`config.mk`:
```
export PLATFORM = sky130hd
export DESIGN_NAME = writeback_arbiter
export DESIGN_NICKNAME = d
export VERILOG_FILES = /design/src/rtl/writeback_arbiter.sv
export SDC_FILE = /design/constraint.sdc
export NUM_CORES = 1
export LEC_CHECK = 0
export ABC_AREA = 1
export BUFFER_PORTS_ARGS = -buffer_cell sky130_fd_sc_hd__buf_2
export CAP_MARGIN = 30
export CORE_AREA = 5 5 133 185
export CTS_BUF_LIST = sky130_fd_sc_hd__clkbuf_2
export CTS_CLUSTER_DIAMETER = 200
export DETAILED_ROUTE_END_ITERATION = 8
export DIE_AREA = 0 0 138 190
export PLACE_DENSITY_LB_ADDON = 0.15
export SLEW_MARGIN = 15
export SYNTH_ARGS = -nofsm -noshare
export SYNTH_HDL_FRONTEND = slang
export SYNTH_SLANG_ARGS = --single-unit
```
`constraint.sdc`:
```
create_clock -name clock -period 9.05 [get_ports clock]
set_input_delay 0 -clock clock [delete_from_list [all_inputs] [get_ports clock]]
set_output_delay 0 -clock clock [all_outputs]
set_load 0.02 [all_outputs]
```
`src/rtl/writeback_arbiter.sv`:
```
`default_nettype none
// ============================================================================
// Module      : writeback_arbiter
// Description : Writeback stage. Queues ALU/misc, memory and mul/div results
//               in per-unit FIFOs and arbitrates the single ARF write port
//               (fixed priority mem > md > am). Reports retirement to issue
//               and raises stall before any queue can overflow.
// Revision    : 1.0 - initial release
// ============================================================================
module writeback_arbiter #(
    parameter int DEPTH = 2,
    parameter int CNTW  = 2
) (
    input  logic        clock,
    input  logic        reset,
    input  logic        am_wb_oper,
    input  logic [4:0]  am_wb_regdest,
    input  logic        am_wb_writereg,
    input  logic [31:0] am_wb_wbvalue,
    input  logic        mem_wb_oper,
    input  logic [4:0]  mem_wb_regdest,
    input  logic        mem_wb_writereg,
    input  logic [31:0] mem_wb_wbvalue,
    input  logic        md_wb_oper,
    input  logic [4:0]  md_wb_regdest,
    input  logic        md_wb_writereg,
    input  logic [31:0] md_wb_wbvalue,
    output logic        wb_rf_writeenable,
    output logic [4:0]  wb_rf_writeaddr,
    output logic [31:0] wb_rf_writedata,
    output logic        wb_iss_done,
    output logic [1:0]  wb_iss_doneunit,
    output logic [4:0]  wb_iss_doneregdest,
    output logic        wb_iss_stall,
    output logic        wb_overflow
);

    // Queue entry layout: {regdest[37:33], writereg[32], wbvalue[31:0]}
    localparam int              c_PW   = $clog2(DEPTH);
    localparam int              c_EW   = 38;
    localparam logic [CNTW-1:0] c_FULL = CNTW'(DEPTH);
    localparam logic [CNTW-1:0] c_HIGH = CNTW'(DEPTH - 1);

    // Unit index: 0 = am, 1 = mem, 2 = md (matches wb_iss_doneunit encoding)
    logic [2:0]      w_oper;
    logic [c_EW-1:0] w_entry [3];
    logic [c_EW-1:0] w_head  [3];
    logic [2:0]      w_nonempty;
    logic [2:0]      w_full;
    logic [2:0]      w_hiwater;
    logic [2:0]      w_pop;
    logic [2:0]      w_drop;
    logic [1:0]      w_sel_unit;
    logic [c_EW-1:0] w_sel_entry;

    logic            r_we;
    logic [4:0]      r_addr;
    logic [31:0]     r_data;
    logic            r_done;
    logic [1:0]      r_doneunit;
    logic [4:0]      r_doneregdest;
    logic            r_overflow;

    assign w_oper     = {md_wb_oper, mem_wb_oper, am_wb_oper};
    assign w_entry[0] = {am_wb_regdest,  am_wb_writereg,  am_wb_wbvalue};
    assign w_entry[1] = {mem_wb_regdest, mem_wb_writereg, mem_wb_wbvalue};
    assign w_entry[2] = {md_wb_regdest,  md_wb_writereg,  md_wb_wbvalue};

    // A push into a full queue is only lost when that queue is not also popped
    assign w_drop = w_oper & w_full & ~w_pop;

    genvar u;
    generate
        for (u = 0; u < 3; u++) begin : g_queue
            logic [c_EW-1:0] r_mem [DEPTH];
            logic [c_PW-1:0] r_wptr;
            logic [c_PW-1:0] r_rptr;
            logic [CNTW-1:0] r_count;
            logic            w_push;

            assign w_full[u]     = (r_count == c_FULL);
            assign w_nonempty[u] = (r_count != '0);
            assign w_hiwater[u]  = (r_count >= c_HIGH);
            assign w_head[u]     = r_mem[r_rptr];
            assign w_push        = w_oper[u] & (~w_full[u] | w_pop[u]);

            // Pointer and occupancy bookkeeping; pointers wrap modulo DEPTH
            always_ff @(posedge clock or negedge reset) begin
                if (!reset) begin
                    r_wptr  <= '0;
                    r_rptr  <= '0;
                    r_count <= '0;
                end else begin
                    if (w_push)   r_wptr <= r_wptr + 1'b1;
                    if (w_pop[u]) r_rptr <= r_rptr + 1'b1;
                    case ({w_push, w_pop[u]})
                        2'b10:   r_count <= r_count + 1'b1;
                        2'b01:   r_count <= r_count - 1'b1;
                        default: r_count <= r_count;
                    endcase
                end
            end

            // Storage needs no reset: validity is tracked by the counter
            always_ff @(posedge clock) begin
                if (w_push) r_mem[r_wptr] <= w_entry[u];
            end
        end
    endgenerate

    // Fixed-priority head selection: mem first, then md, then am
    always_comb begin
        w_pop       = 3'b000;
        w_sel_unit  = 2'd0;
        w_sel_entry = w_head[0];
        if (w_nonempty[1]) begin
            w_pop[1]    = 1'b1;
            w_sel_unit  = 2'd1;
            w_sel_entry = w_head[1];
        end else if (w_nonempty[2]) begin
            w_pop[2]    = 1'b1;
            w_sel_unit  = 2'd2;
            w_sel_entry = w_head[2];
        end else if (w_nonempty[0]) begin
            w_pop[0]    = 1'b1;
            w_sel_unit  = 2'd0;
            w_sel_entry = w_head[0];
        end
    end

    // Retirement/output registers; address and data hold when nothing retires
    always_ff @(posedge clock or negedge reset) begin
        if (!reset) begin
            r_we          <= 1'b0;
            r_addr        <= '0;
            r_data        <= '0;
            r_done        <= 1'b0;
            r_doneunit    <= '0;
            r_doneregdest <= '0;
            r_overflow    <= 1'b0;
        end else begin
            r_overflow <= r_overflow | (|w_drop);
            if (|w_pop) begin
                r_done        <= 1'b1;
                r_we          <= w_sel_entry[32] & (w_sel_entry[37:33] != 5'd0);
                r_addr        <= w_sel_entry[37:33];
                r_data        <= w_sel_entry[31:0];
                r_doneunit    <= w_sel_unit;
                r_doneregdest <= w_sel_entry[37:33];
            end else begin
                r_done <= 1'b0;
                r_we   <= 1'b0;
            end
        end
    end

    assign wb_rf_writeenable  = r_we;
    assign wb_rf_writeaddr    = r_addr;
    assign wb_rf_writedata    = r_data;
    assign wb_iss_done        = r_done;
    assign wb_iss_doneunit    = r_doneunit;
    assign wb_iss_doneregdest = r_doneregdest;
    assign wb_iss_stall       = |w_hiwater;
    assign wb_overflow        = r_overflow;

endmodule
`default_nettype wire

```
# --- Yosys cells after proc, flatten, opt, wreduce, memory -nomap -nowiden ---
# Memory sizes are Yosys's and may differ from the RTL's.
# Cells that the tools add are included.
classes:
  n_addsub: 12
  magnitude_cmp: 3
  muxes: 21
  n_reduce_logical: 10
  eq_ne: 9
  bitwise_logic: 14
op_table:
  columns: ["op", "count"]
  rows:
  - ["$mux W38", 2]
  - ["$mux W1", 14]
  - ["$eq A2 B2 Y1 const B", 6]
  - ["$pmux W2 S2", 3]
  - ["$reduce_bool A2 Y1", 6]
  - ["$reduce_or A3 Y1", 3]
  - ["$add A1 B1 Y1 const B", 6]
  - ["$add A2 B1 Y2 const B", 3]
  - ["$and A3 B3 Y3", 2]
  - ["$eq A2 B1 Y1 const B", 3]
  - ["$ge A2 B1 Y1 const B", 3]
  - ["$sub A2 B1 Y2 const B", 3]
  - ["$reduce_bool A5 Y1", 1]
  - ["$and A1 B1 Y1", 4]
  - ["$mux W2", 2]
  - ["$or A1 B1 Y1", 4]
  - ["$not A1 Y1", 3]
  - ["$not A3 Y3", 1]
totals:
  register_bits: 54
  wordCells: 87
  mem_count: 3
  output_inout_bits: 48
  ramBits: 228
  input_bits: 119
memory_table:
  columns: ["memory", "words", "width", "rd", "rd_clocked_by_memory_dff", "wr", "line_no", "text"]
  rows:
  - ["g_queue[0].r_mem", 2, 38, 1, 0, 1, "75", "logic [c_EW-1:0] r_mem [DEPTH];"]
  - ["g_queue[1].r_mem", 2, 38, 1, 0, 1, "75", null]
  - ["g_queue[2].r_mem", 2, 38, 1, 0, 1, "75", null]

# --- Longest topological paths before layout ---
logic_depth:
  word_depth: 8
  mapped_depth: 11
  ltp_nobuf: 10

# --- Worst setup path after synthesis ---
# No wires, ideal clock.
synth_path:
  path_kind: "reg2reg"
  startpoint: "register g_queue[2].r_count[0]"
  endpoint: "memory g_queue[0].r_mem[1][0], enable pin"
  stages_incl_launch_ff: 10
  arrival_time_ns: 2.766
  path_slack_ns: 5.849
  setup_ns: 0.435
  path_cell_list: "dfrtp_1 -> inv_1 -> ha_1 -> buf_6 -> nand2_4 -> nor2_4 -> inv_2 -> nand2_1 -> nand2_1 -> nor2_1"
synth_between:
  elab_chain_len: 7
synth_lines:
  columns: ["element", "line_no", "text"]
  rows:
  - ["from (decl)", "78", "logic [CNTW-1:0] r_count;"]
  - ["from (signal assigned)", "97", "2'b10: r_count <= r_count + 1'b1;"]
  - ["from (signal assigned)", "98", "2'b01: r_count <= r_count - 1'b1;"]
  - ["from (signal assigned)", "99", "default: r_count <= r_count;"]
  - ["$reduce_bool A2 Y1", "82", "assign w_nonempty[u] = (r_count != '0);"]
  - ["$mux W1", "120", "end else if (w_nonempty[2]) begin"]
  - ["$mux W1", "116", "if (w_nonempty[1]) begin"]
  - ["via w_pop[0]", "51", "logic [2:0] w_pop;"]
  - ["$or A1 B1 Y1", "85", "assign w_push = w_oper[u] & (~w_full[u] | w_pop[u]);"]
  - ["$and A1 B1 Y1", "85", null]
  - ["$mux W1", "106", "if (w_push) r_mem[r_wptr] <= w_entry[u];"]
  - ["$mux W1 (not written as such)", "106", null]
  - ["to (decl)", "75", null]
# The timed path passes the listed nets, and every way through them passes these cells.

# --- Worst setup path after layout ---
layout_path:
  startpoint: "register g_queue[1].r_count[0]"
  endpoint: "memory g_queue[2].r_mem[0][30], enable pin"
layout_between:
  elab_chain_len: 6
layout_lines:
  columns: ["element", "line_no"]
  rows:
  - ["from (decl)", "78"]
  - ["from (signal assigned)", "97"]
  - ["from (signal assigned)", "98"]
  - ["from (signal assigned)", "99"]
  - ["$reduce_bool A2 Y1", "82"]
  - ["$mux W1", "116"]
  - ["via w_pop[2]", "51"]
  - ["$or A1 B1 Y1", "85"]
  - ["$and A1 B1 Y1", "85"]
  - ["$mux W1", "106"]
  - ["$mux W1 (not written as such)", "106"]
  - ["to (decl)", "75"]
# The timed path passes the listed nets, and every way through them passes these cells.

==> results.ini <==
[placement]
placed_area_mm2 = 0.01216
portBuffers = 166
place_inst = 1288
gp_congestion = 0.7914
hpwl_mm = 16.45

[pwr]
p_per_area_mw_per_mm2 = 291.3
leakage_uw = 0.006069
ir_drop_mv = 0.1412

[sta]
finalCritPeriodShare_pct = 35.17
tns_ns = 0
fmax_mhz = 314.2
finClkSkew_ns = 0.04071
fin_crit_ns = 3.183
drv_slew = 0
rsz0062_at_grt = false
holdWs_ns = 0.1135
relSlewSlack_pct = 37.15
worstMarginPinSlew_ns = 0.9427
setup_viol = 0
hold_viol = 0

[final_layout]
final_cell_mix = 236 x dlygate4sd3_1, 228 x edfxtp_1, 165 x buf_2, 140 x nand2_1, 102 x nor2_1
layout_commonest_cell = dlygate4sd3_1
final_nets = 1413
stdcell_count = 1642
num-fill-cells = 1803
layout-drive-gt1-share_pct = 24.27
syn_to_final_growth_pct = 36.35
fin_util_pct = 66.09
final_area_mm2 = 0.01517

[setup_path]
endpoint = g_queue[2].r_mem[0][30]
critical_path_class = reg -> reg
cp-start-kind = flip-flop
r2r_start = g_queue[1].r_count[0]
r2r-end = g_queue[2].r_mem[0][30]
startpoint = g_queue[1].r_count[0]
worstPathMaxFanout = 61
critPathCaptureType = flip-flop
rrSetupSlack_ns = 5.87
required_ns = 9.63
worstRegToRegCells = 10
worstPathArrival_ns = 3.76

[clocking]
cts_tree = built
clock_path_buffers = 3
root_buffer = clkbuf_2
clk_pin_slew_ns = 0.10
cts_made_buffers = 60
post_cts_resized = 0
clock_sinks = 282
ctsHtreeMaxLevel = 2
insertion_delay_ns = 0.89
postCtsSetupBuffers = 0

[floorplanning]
rows = 66
num_io_pins = 167
dieArea_mm2 = 0.02622
start_util_pct = 48.47
die_w_um = 138
coreArea_mm2 = 0.02296
die_h_um = 190

[routing]
routed_wl_mm = 29.14
num_vias = 8187
viasPerCell = 4.986
wl_per_cell_um = 17.75
dr.pass1.iters = 5
postRouteAntennaNets = 0
drt_iter0_markers = 442
drc_errors = 0

[logic_synthesis]
synth.yosys.warnings = 0
syn_avg_cell_area_um2 = 12.94
synth_seq_cells = 282
synth_nets = 990
ys_seq_area_share_pct = 73.68
netlist_area_mm2 = 0.01113
ys_types = 29
syn_inst = 860

[global_route]
overflow = 0
first_global_vias = 8468
grt_max_degree = 62
grt_antenna_before_repair = 1
grt.total_usage_pct = 22.23
grt_first_pass_wirelength_mm = 45.80

[outcome]
status = completed

[worst_hold_path]
min_path_type = in -> reg
hp-start = md_wb_oper

[flow_run]
cap_violations = 0

synth_stat cells:
cell / n / share of area, %
o21ai_0: 57 / 2.6
nor2_8: 1 / 0.18
buf_1: 1 / 0.034
clkbuf_2: 1 / 0.045
or2_2: 12 / 0.67
xor2_1: 2 / 0.16
a31oi_2: 12 / 1.3
o22ai_1: 20 / 1.1
buf_6: 6 / 0.61
nand2_4: 1 / 0.10
nor2_4: 1 / 0.10
clkbuf_1: 4 / 0.13
nor2_1: 108 / 3.6
inv_2: 7 / 0.24
inv_4: 1 / 0.056
nand3_1: 35 / 1.6
inv_1: 23 / 0.78
nand2_2: 1 / 0.056
buf_2: 23 / 1.0
o211ai_1: 13 / 0.88
ha_1: 11 / 1.2
edfxtp_1: 228 / 62
buf_4: 17 / 1.1
dfrtp_1: 54 / 12
nand4_1: 1 / 0.056
a21oi_1: 67 / 3.0
o21ai_1: 6 / 0.27
xnor2_1: 7 / 0.55
nand2_1: 140 / 4.7
report_power, final:
group / internal [uW] / leakage (uW) / total (uW) / switching (uW)
registers: 1800 / 0.00276 / 2010 / 201
logic: 578 / 0.00287 / 1630 / 1060
clock network: 306 / 0.000444 / 779 / 473
sequential cells by signal (all words and copies together), names as in the netlist:
register            flops
wb_rf_writeenable       1
g_queue.r_count         6
wb_rf_writedata        32
wb_iss_doneunit         2
wb_iss_doneregdest      5
g_queue.r_rptr          3
wb_overflow             1
wb_iss_done             1
g_queue.r_mem         228
g_queue.r_wptr          3
layout make-up:
class,count,area [um2],share of cell area [%]
tap,306,382.9,2.523
timing repair buffer,413,3363,22.17
sequential,282,8202,54.06
multi-input combinational,495,2526,16.65
antenna,1,2.502,0.01649
clock buffer,95,475.5,3.134
inverter,31,118.9,0.7834
clock inverter,19,101.3,0.6680
layer usage:
layer  track usage (%)  vias up  share of wire [%]
met3             4.149       47                4.8
met1             26.40     3980                 40
met4             7.833        0                2.3
li1                  -     3928                  -
met2             40.47      232                 53
met5                 0        -                  0
critical path, cell delays in order (launching register included):
cell	delay (ns)
dfrtp_1	0.41
inv_1	0.11
ha_2	0.17
buf_4	0.63
inv_4	0.28
nor2_8	0.21
inv_2	0.06
nand2_1	0.07
nand2_1	0.15
nor2_4	0.50
buf_16	0.24
worst min path at each step:
stage                            end  slack, ns  cells after the start
4_1_cts                  wb_overflow       0.04                      4
3_3_place_gp   g_queue[0].r_count[0]       0.13                      1
3_5_place_dp   g_queue[0].r_count[0]       0.15                      1
6_report                 wb_overflow       0.11                      4
5_1_grt                  wb_overflow       0.09                      4
2_1_floorplan  g_queue[0].r_count[0]      -0.30                      0
per-stage QoR:
step | setup WS [ns] | total power (uW)
after floorplan | 5.849 | 3084
after global placement | 5.652 | 3536
after detailed placement | 5.884 | 3573
after CTS | 5.879 | 4429
after global routing | 5.718 | 4729
final | 5.867 | 4419
kinds of logic after synthesis:
group / synth area share, %
and+or+nand+nor: 11.11
DFF: 73.68
AOI/OAI and AO/OA: 9.198
buffers and inverters: 4.070
adders and majority gates: 1.237
xor gates and xnor gates: 0.7085
timing repair:
action,CTS,global route
hold buffers,237,0
setup endpoints to repair,0,0
endpoints found under the hold margin,467,0
Power figures use the tool's default switching activity.
